<file path="config.mk">
export PLATFORM = sky130hd
export DESIGN_NAME = dsp_mac_sequencer
export DESIGN_NICKNAME = d
export VERILOG_FILES = /design/src/rtl/dsp_seq_pkg.sv /design/src/rtl/dsp_seq_align.sv /design/src/rtl/dsp_mac_sequencer.sv
export SDC_FILE = /design/constraint.sdc
export NUM_CORES = 1
export LEC_CHECK = 0
export CORE_ASPECT_RATIO = 0.75
export CORE_MARGIN = 1
export CORE_UTILIZATION = 25
export CTS_BUF_LIST = sky130_fd_sc_hd__clkbuf_8
export CTS_CLUSTER_SIZE = 12
export DETAILED_ROUTE_END_ITERATION = 12
export PLACE_DENSITY_LB_ADDON = 0.25
export SKIP_LAST_GASP = 1
export SYNTH_ARGS = -nofsm -noshare
export SYNTH_HDL_FRONTEND = slang
export SYNTH_SLANG_ARGS = --single-unit
</file>
<file path="constraint.sdc">
create_clock -name clk -period 3.43 [get_ports clk]
set_clock_uncertainty 0.05 [all_clocks]
set_input_delay 0.343 -clock clk [delete_from_list [all_inputs] [get_ports clk]]
set_output_delay 0.343 -clock clk [all_outputs]
set_load 0.02 [all_outputs]
</file>
<file path="src/rtl/dsp_seq_pkg.sv">
// Shared types and OPMODE encodings for the DSP48A1 multiply-accumulate sequencer.
package dsp_seq_pkg;

  typedef enum logic [1:0] {
    ST_IDLE,
    ST_RUN,
    ST_DRAIN,
    ST_DONE
  } state_e;

  // X mux in [1:0], Z mux in [3:2]; pre-adder, carry and post-subtract bits stay 0.
  localparam logic [7:0] OPM_FIRST = 8'h01;
  localparam logic [7:0] OPM_ACC   = 8'h09;
  localparam logic [7:0] OPM_HOLD  = 8'h08;

  typedef struct packed {
    logic beat;
    logic first;
  } tag_t;

  function automatic logic [7:0] opmode_of(input tag_t t);
    if (t.first) return OPM_FIRST;
    if (t.beat)  return OPM_ACC;
    return OPM_HOLD;
  endfunction

endpackage

</file>
<file path="src/rtl/dsp_seq_align.sv">
// ALIGN-deep delay line carrying per-beat tags so OPMODE lines up with the slice's M register.
module dsp_seq_align
  import dsp_seq_pkg::*;
#(
  parameter int ALIGN = 2
) (
  input  logic clk,
  input  logic rst,
  input  logic clr,
  input  tag_t tag_in,
  output tag_t tag_out
);

  tag_t [ALIGN-1:0] stage_q;
  tag_t [ALIGN-1:0] stage_d;

  always_comb begin
    stage_d[0] = tag_in;
    for (int i = 1; i < ALIGN; i++) begin
      stage_d[i] = stage_q[i-1];
    end
  end

  // NOTE: state is updated with <= so every stage samples the previous stage's old value.
  always_ff @(posedge clk) begin
    if (rst || clr) begin
      stage_q <= '0;
    end else begin
      stage_q <= stage_d;
    end
  end

  assign tag_out = stage_q[ALIGN-1];

endmodule

</file>
<file path="src/rtl/dsp_mac_sequencer.sv">
// Drives one DSP48A1 slice as a length-programmable MAC; result captured after the pipeline drains.
// Optional DSP_SEQ_OVF_EN adds a sticky res_ovf output.
module dsp_mac_sequencer
  import dsp_seq_pkg::*;
#(
  parameter int MAX_LEN = 256,
  parameter int LEN_W   = 9,
  parameter int ALIGN   = 2,
  parameter int DRAIN   = 3
) (
  input  logic             clk,
  input  logic             rst,
  input  logic             start,
  input  logic [LEN_W-1:0] cfg_len,
  input  logic             in_valid,
  output logic             in_ready,
  input  logic [17:0]      a_data,
  input  logic [17:0]      b_data,
  output logic [17:0]      dsp_a,
  output logic [17:0]      dsp_b,
  output logic [7:0]       dsp_opmode,
  output logic             dsp_cea,
  output logic             dsp_ceb,
  output logic             dsp_cem,
  output logic             dsp_cep,
  output logic             dsp_rstp,
  input  logic [47:0]      dsp_p,
  input  logic             dsp_carryout,
  output logic [47:0]      res_data,
  output logic             res_valid,
  input  logic             res_ready,
`ifdef DSP_SEQ_OVF_EN
  output logic             res_ovf,
`endif
  output logic             busy
);

  localparam int               CNT_W     = $clog2(ALIGN + DRAIN + 1);
  localparam logic [CNT_W-1:0] DRAIN_CYC = CNT_W'(ALIGN + DRAIN);
  localparam logic [LEN_W-1:0] MAX_LEN_L = LEN_W'(MAX_LEN);

  state_e             state_q, state_d;
  logic [LEN_W-1:0]   beat_cnt_q, beat_cnt_d;
  logic [CNT_W-1:0]   drain_cnt_q, drain_cnt_d;
  logic               first_q, first_d;
  logic               in_ready_q, in_ready_d;
  logic               busy_q, busy_d;
  logic               ce_q, ce_d;
  logic               rstp_q, rstp_d;
  logic               res_valid_q, res_valid_d;
  logic [47:0]        res_data_q, res_data_d;
  logic [17:0]        dsp_a_q, dsp_a_d, dsp_b_q, dsp_b_d;
  logic [LEN_W-1:0]   len_eff;
  logic               accept, job_start;
  tag_t               tag_in, tag_out;

  assign len_eff = (cfg_len > MAX_LEN_L) ? MAX_LEN_L : cfg_len;
  assign accept  = (state_q == ST_RUN) && in_valid && in_ready_q;

  // NOTE: every signal gets a default first so no path through the case leaves a latch.
  always_comb begin
    state_d     = state_q;
    beat_cnt_d  = beat_cnt_q;
    drain_cnt_d = drain_cnt_q;
    first_d     = first_q;
    res_valid_d = res_valid_q;
    res_data_d  = res_data_q;
    dsp_a_d     = '0;
    dsp_b_d     = '0;
    tag_in      = '0;
    job_start   = 1'b0;
    case (state_q)
      ST_IDLE: begin
        if (start) begin
          job_start = 1'b1;
          if (len_eff != '0) begin
            state_d    = ST_RUN;
            beat_cnt_d = len_eff;
            first_d    = 1'b1;
          end else begin
            state_d     = ST_DONE;
            res_data_d  = '0;
            res_valid_d = 1'b1;
          end
        end
      end
      ST_RUN: begin
        if (accept) begin
          dsp_a_d    = a_data;
          dsp_b_d    = b_data;
          tag_in     = '{beat: 1'b1, first: first_q};
          first_d    = 1'b0;
          beat_cnt_d = beat_cnt_q - 1'b1;
          if (beat_cnt_q == LEN_W'(1)) begin
            state_d     = ST_DRAIN;
            drain_cnt_d = DRAIN_CYC;
          end
        end
      end
      ST_DRAIN: begin
        // Delay line keeps flushing HOLD tags until P carries the final sum.
        if (drain_cnt_q == '0) begin
          res_data_d  = dsp_p;
          res_valid_d = 1'b1;
          state_d     = ST_DONE;
        end else begin
          drain_cnt_d = drain_cnt_q - 1'b1;
        end
      end
      ST_DONE: begin
        if (res_ready) begin
          res_valid_d = 1'b0;
          state_d     = ST_IDLE;
        end
      end
      default: state_d = ST_IDLE;
    endcase
    in_ready_d = (state_d == ST_RUN);
    busy_d     = (state_d != ST_IDLE);
    ce_d       = busy_d;
    rstp_d     = (state_d == ST_IDLE);
  end

  always_ff @(posedge clk) begin
    if (rst) begin
      state_q     <= ST_IDLE;
      beat_cnt_q  <= '0;
      drain_cnt_q <= '0;
      first_q     <= 1'b0;
      in_ready_q  <= 1'b0;
      busy_q      <= 1'b0;
      ce_q        <= 1'b0;
      rstp_q      <= 1'b1;
      res_valid_q <= 1'b0;
      res_data_q  <= '0;
      dsp_a_q     <= '0;
      dsp_b_q     <= '0;
    end else begin
      state_q     <= state_d;
      beat_cnt_q  <= beat_cnt_d;
      drain_cnt_q <= drain_cnt_d;
      first_q     <= first_d;
      in_ready_q  <= in_ready_d;
      busy_q      <= busy_d;
      ce_q        <= ce_d;
      rstp_q      <= rstp_d;
      res_valid_q <= res_valid_d;
      res_data_q  <= res_data_d;
      dsp_a_q     <= dsp_a_d;
      dsp_b_q     <= dsp_b_d;
    end
  end

  dsp_seq_align #(.ALIGN(ALIGN)) u_align (
    .clk     (clk),
    .rst     (rst),
    .clr     (job_start),
    .tag_in  (tag_in),
    .tag_out (tag_out)
  );

  assign in_ready   = in_ready_q;
  assign busy       = busy_q;
  assign dsp_a      = dsp_a_q;
  assign dsp_b      = dsp_b_q;
  assign dsp_opmode = opmode_of(tag_out);
  assign dsp_cea    = ce_q;
  assign dsp_ceb    = ce_q;
  assign dsp_cem    = ce_q;
  assign dsp_cep    = ce_q;
  assign dsp_rstp   = rstp_q;
  assign res_data   = res_data_q;
  assign res_valid  = res_valid_q;

`ifdef DSP_SEQ_OVF_EN
  // Beat tag delayed two more cycles so it lines up with the P update it caused.
  logic [1:0] ovf_beat_q, ovf_beat_d;
  logic       ovf_sign_q, ovf_sign_d;
  logic       res_ovf_q, res_ovf_d;

  always_comb begin
    ovf_beat_d = {ovf_beat_q[0], tag_out.beat};
    ovf_sign_d = dsp_p[47];
    res_ovf_d  = res_ovf_q;
    if (job_start) begin
      res_ovf_d = 1'b0;
    end else if (ovf_beat_q[1] && (dsp_carryout ^ (dsp_p[47] ^ ovf_sign_q))) begin
      res_ovf_d = 1'b1;
    end
  end

  always_ff @(posedge clk) begin
    if (rst) begin
      ovf_beat_q <= '0;
      ovf_sign_q <= 1'b0;
      res_ovf_q  <= 1'b0;
    end else begin
      ovf_beat_q <= ovf_beat_d;
      ovf_sign_q <= ovf_sign_d;
      res_ovf_q  <= res_ovf_d;
    end
  end

  assign res_ovf = res_ovf_q;
`else
  logic unused_carryout;
  assign unused_carryout = dsp_carryout;
`endif

endmodule

</file>
==> results.cfg <==
[clocking]
cts_sinks = 107
htreeDepth = 3
clockBufferDepth = 2
numCtsBuffers = 9
clock_latency_ns = 0.37
cts_tree = done
cts_resized = 0
hold_buffers = 0
root_buffer = clkbuf_8
cts_setup_buffers = 0
clk_pin_slew_ns = 0.10

[logic_synthesis]
synth_async_sr_flop_share = 0
yosysWarnings = 0
ys_ff_latch = 107
syn-cell-area_um2 = 3870
synth_area_per_cell_um2 = 10.9
netlist.area_leader.share = 0.553
synth_area_leaders = dfxtp_1 (55%), a22o_1 (11%), and3_1 (6.1%)
yosysTopAreaCell = dfxtp_1
synth_seq_area_share = 0.553
synth_ff_type = dfxtp_1
synth_cells = 356
synth-edff-count = 0
ys_types = 53

[setup_path]
startpoint = state_q[0]
regToRegStartpoint = state_q[0]
regToRegEndpoint = res_data[42]
crit_arrival_ns = 2.58
crit_type = flop to flop
critical_path_required_ns = 3.69
worstSetupStartpointType = flop
r2r_slack_ns = 1.11
crit_fanout = 48
worst_setup_path_end_kind = flop
ff2ff_path_depth = 4

[power]
power.leakage_nw = 2.36
irDropWorstVdd_v = 0.000175
power_mw = 2.30
pwr_density_cell_nw_per_um2 = 380

[layout]
fillerInstances = 1505
final_cell_mix = clkdlybuf4s50_1 (191), dfxtp_1 (107), a22o_1 (48), and3_1 (38), a21oi_1 (14)
utilization = 0.399
antenna_cells = 0
multi_input_area_um2 = 1490
drive_above_1_share = 0.0598
final_common_cell = clkdlybuf4s50_1
regArea_um2 = 2140
final_nets = 633
syn_to_final_growth_pct = 56.1

[timing]
fmax_ghz = 0.431
hold_violations = 0
rsz0062_at_grt = false
setup-violations-final = 0
final.setup.tns_ns = 0
period_share = 0.676
slew_headroom = 0.390
slew_viol_final = 0
worstMarginPinSlew_ns = 0.915
fin_crit_ns = 2.32
worst_slack_ns = 1.11

[floorplanning]
ios = 199
rows = 39
die-area_um2 = 16000
die_x_um = 146
fp.coreArea_um2 = 15200
start_util = 0.255
die_h_um = 110

[detailed_routing]
ant_nets = 0
first_pass_iters = 4
drc = 0
via_per_inst = 4.58
drt_iter0_drc = 244
wl_per_cell_um = 14.3
wirelength_um = 10600
vias = 3387

[min_path]
hold_start = u_align.stage_d[2]
holdPathEnd = u_align.tag_out[0]
hp-class = flop to flop
hold_path_depth = 1

[global_route]
globalRouteTotalUtil = 0.132
antenna_found_initial = 0
grt_max_degree = 49
overflow = 0
grt_pass1_vias = 3110
grt_pass1_wl_um = 16500

[place]
dpl.hpwl_um = 7650
dp_slack_ns = 1.05
port_buffers = 191
finalWeightedCongestion = 0.813

[job]
max_cap_violations = 0

[outcome]
outcome = completed
==> sequential cells by signal (all words and copies together) (netlist names) <==
signal,flops
dsp_cea,1
beat_cnt_q,9
dsp_rstp,1
res_valid,1
u_align.stage_d,2
first_q,1
state_q,2
res_data,48
in_ready,1
u_align.tag_out,2
dsp_b,18
dsp_a,18
drain_cnt_q,3
==> routing by layer <==
layer / part of all wire / vias to the layer above / track usage
met5: 0 / - / 0
met4: 0.017 / 0 / 0.0556
met3: 0.11 / 13 / 0.0602
met2: 0.43 / 178 / 0.193
met1: 0.44 / 1545 / 0.167
li1: - / 1651 / -
==> how the worst max path moves through the flow <==
stage | end | slack, ns | cells after the start
final | res_data[42] | 1.11 | 4
after detailed placement | res_data[5] | 1.05 | 6
after global placement | res_data[15] | 1.05 | 6
after floorplan | beat_cnt_q[8] | 1.62 | 7
after global routing | res_data[26] | 0.93 | 4
after CTS | res_data[3] | 1.07 | 4
==> power breakdown <==
group          switching, mW  internal [mW]  total (mW)
Clock                  0.443          0.271       0.713
Combinational          0.128          0.170       0.298
Sequential            0.0239           1.26        1.29
==> synthesized netlist by cell type, types with 3 or more instances <==
cell and count:
dfxtp_1 107, o21ai_0 6, buf_2 6, nor2b_1 4, ha_1 4, clkbuf_1 13, nand2_1 7, inv_1 10
buf_4 14, nor3_1 5, a21oi_1 14, a311oi_1 3, buf_6 4, nand2b_1 4, a211oi_1 4, a31oi_1 6
and2_1 4, o32ai_1 3, nor2_1 7, nor4_1 3, a22o_1 48, nand3_1 4, and3_1 38
==> cell families (layout without fill, tap and decap cells) <==
family,after synthesis,in the layout,share of synthesized area
AND/OR/NAND/NOR,99,99,0.170
other,1,6,0.000968
adder cells (fa/ha/maj),4,4,0.0129
flip-flops,107,107,0.553
buffers and inverters,47,221,0.0688
AO/OA/AOI/OAI,98,98,0.195
==> per-stage QoR <==
| stage | cells | area [µm²] | hold slack (ns) |
|---|---|---|---|
| after floorplan | 361 | 3890 | 0.356 |
| after global placement | 724 | 5870 | 0.363 |
| after detailed placement | 724 | 5870 | 0.371 |
| after CTS | 740 | 6050 | 0.397 |
| after global routing | 740 | 6050 | 0.422 |
| final | 740 | 6050 | 0.388 |
==> layout make-up <==
class | count | area share
clock inverters | 7 | 0.00890
clock buffers | 9 | 0.0205
multi-input cells | 207 | 0.247
flip-flops and latches | 107 | 0.354
inverters | 10 | 0.00621
repair buffers | 195 | 0.321
well taps | 205 | 0.0424
==> critical path: stages, from the launching register on <==
cell and delay, ns:
dfxtp_1 0.51, nand2b_4 0.27, nor3b_4 0.35, and2_2 0.81, a22o_1 0.24
No activity file was read; power rests on OpenSTA's default activity.
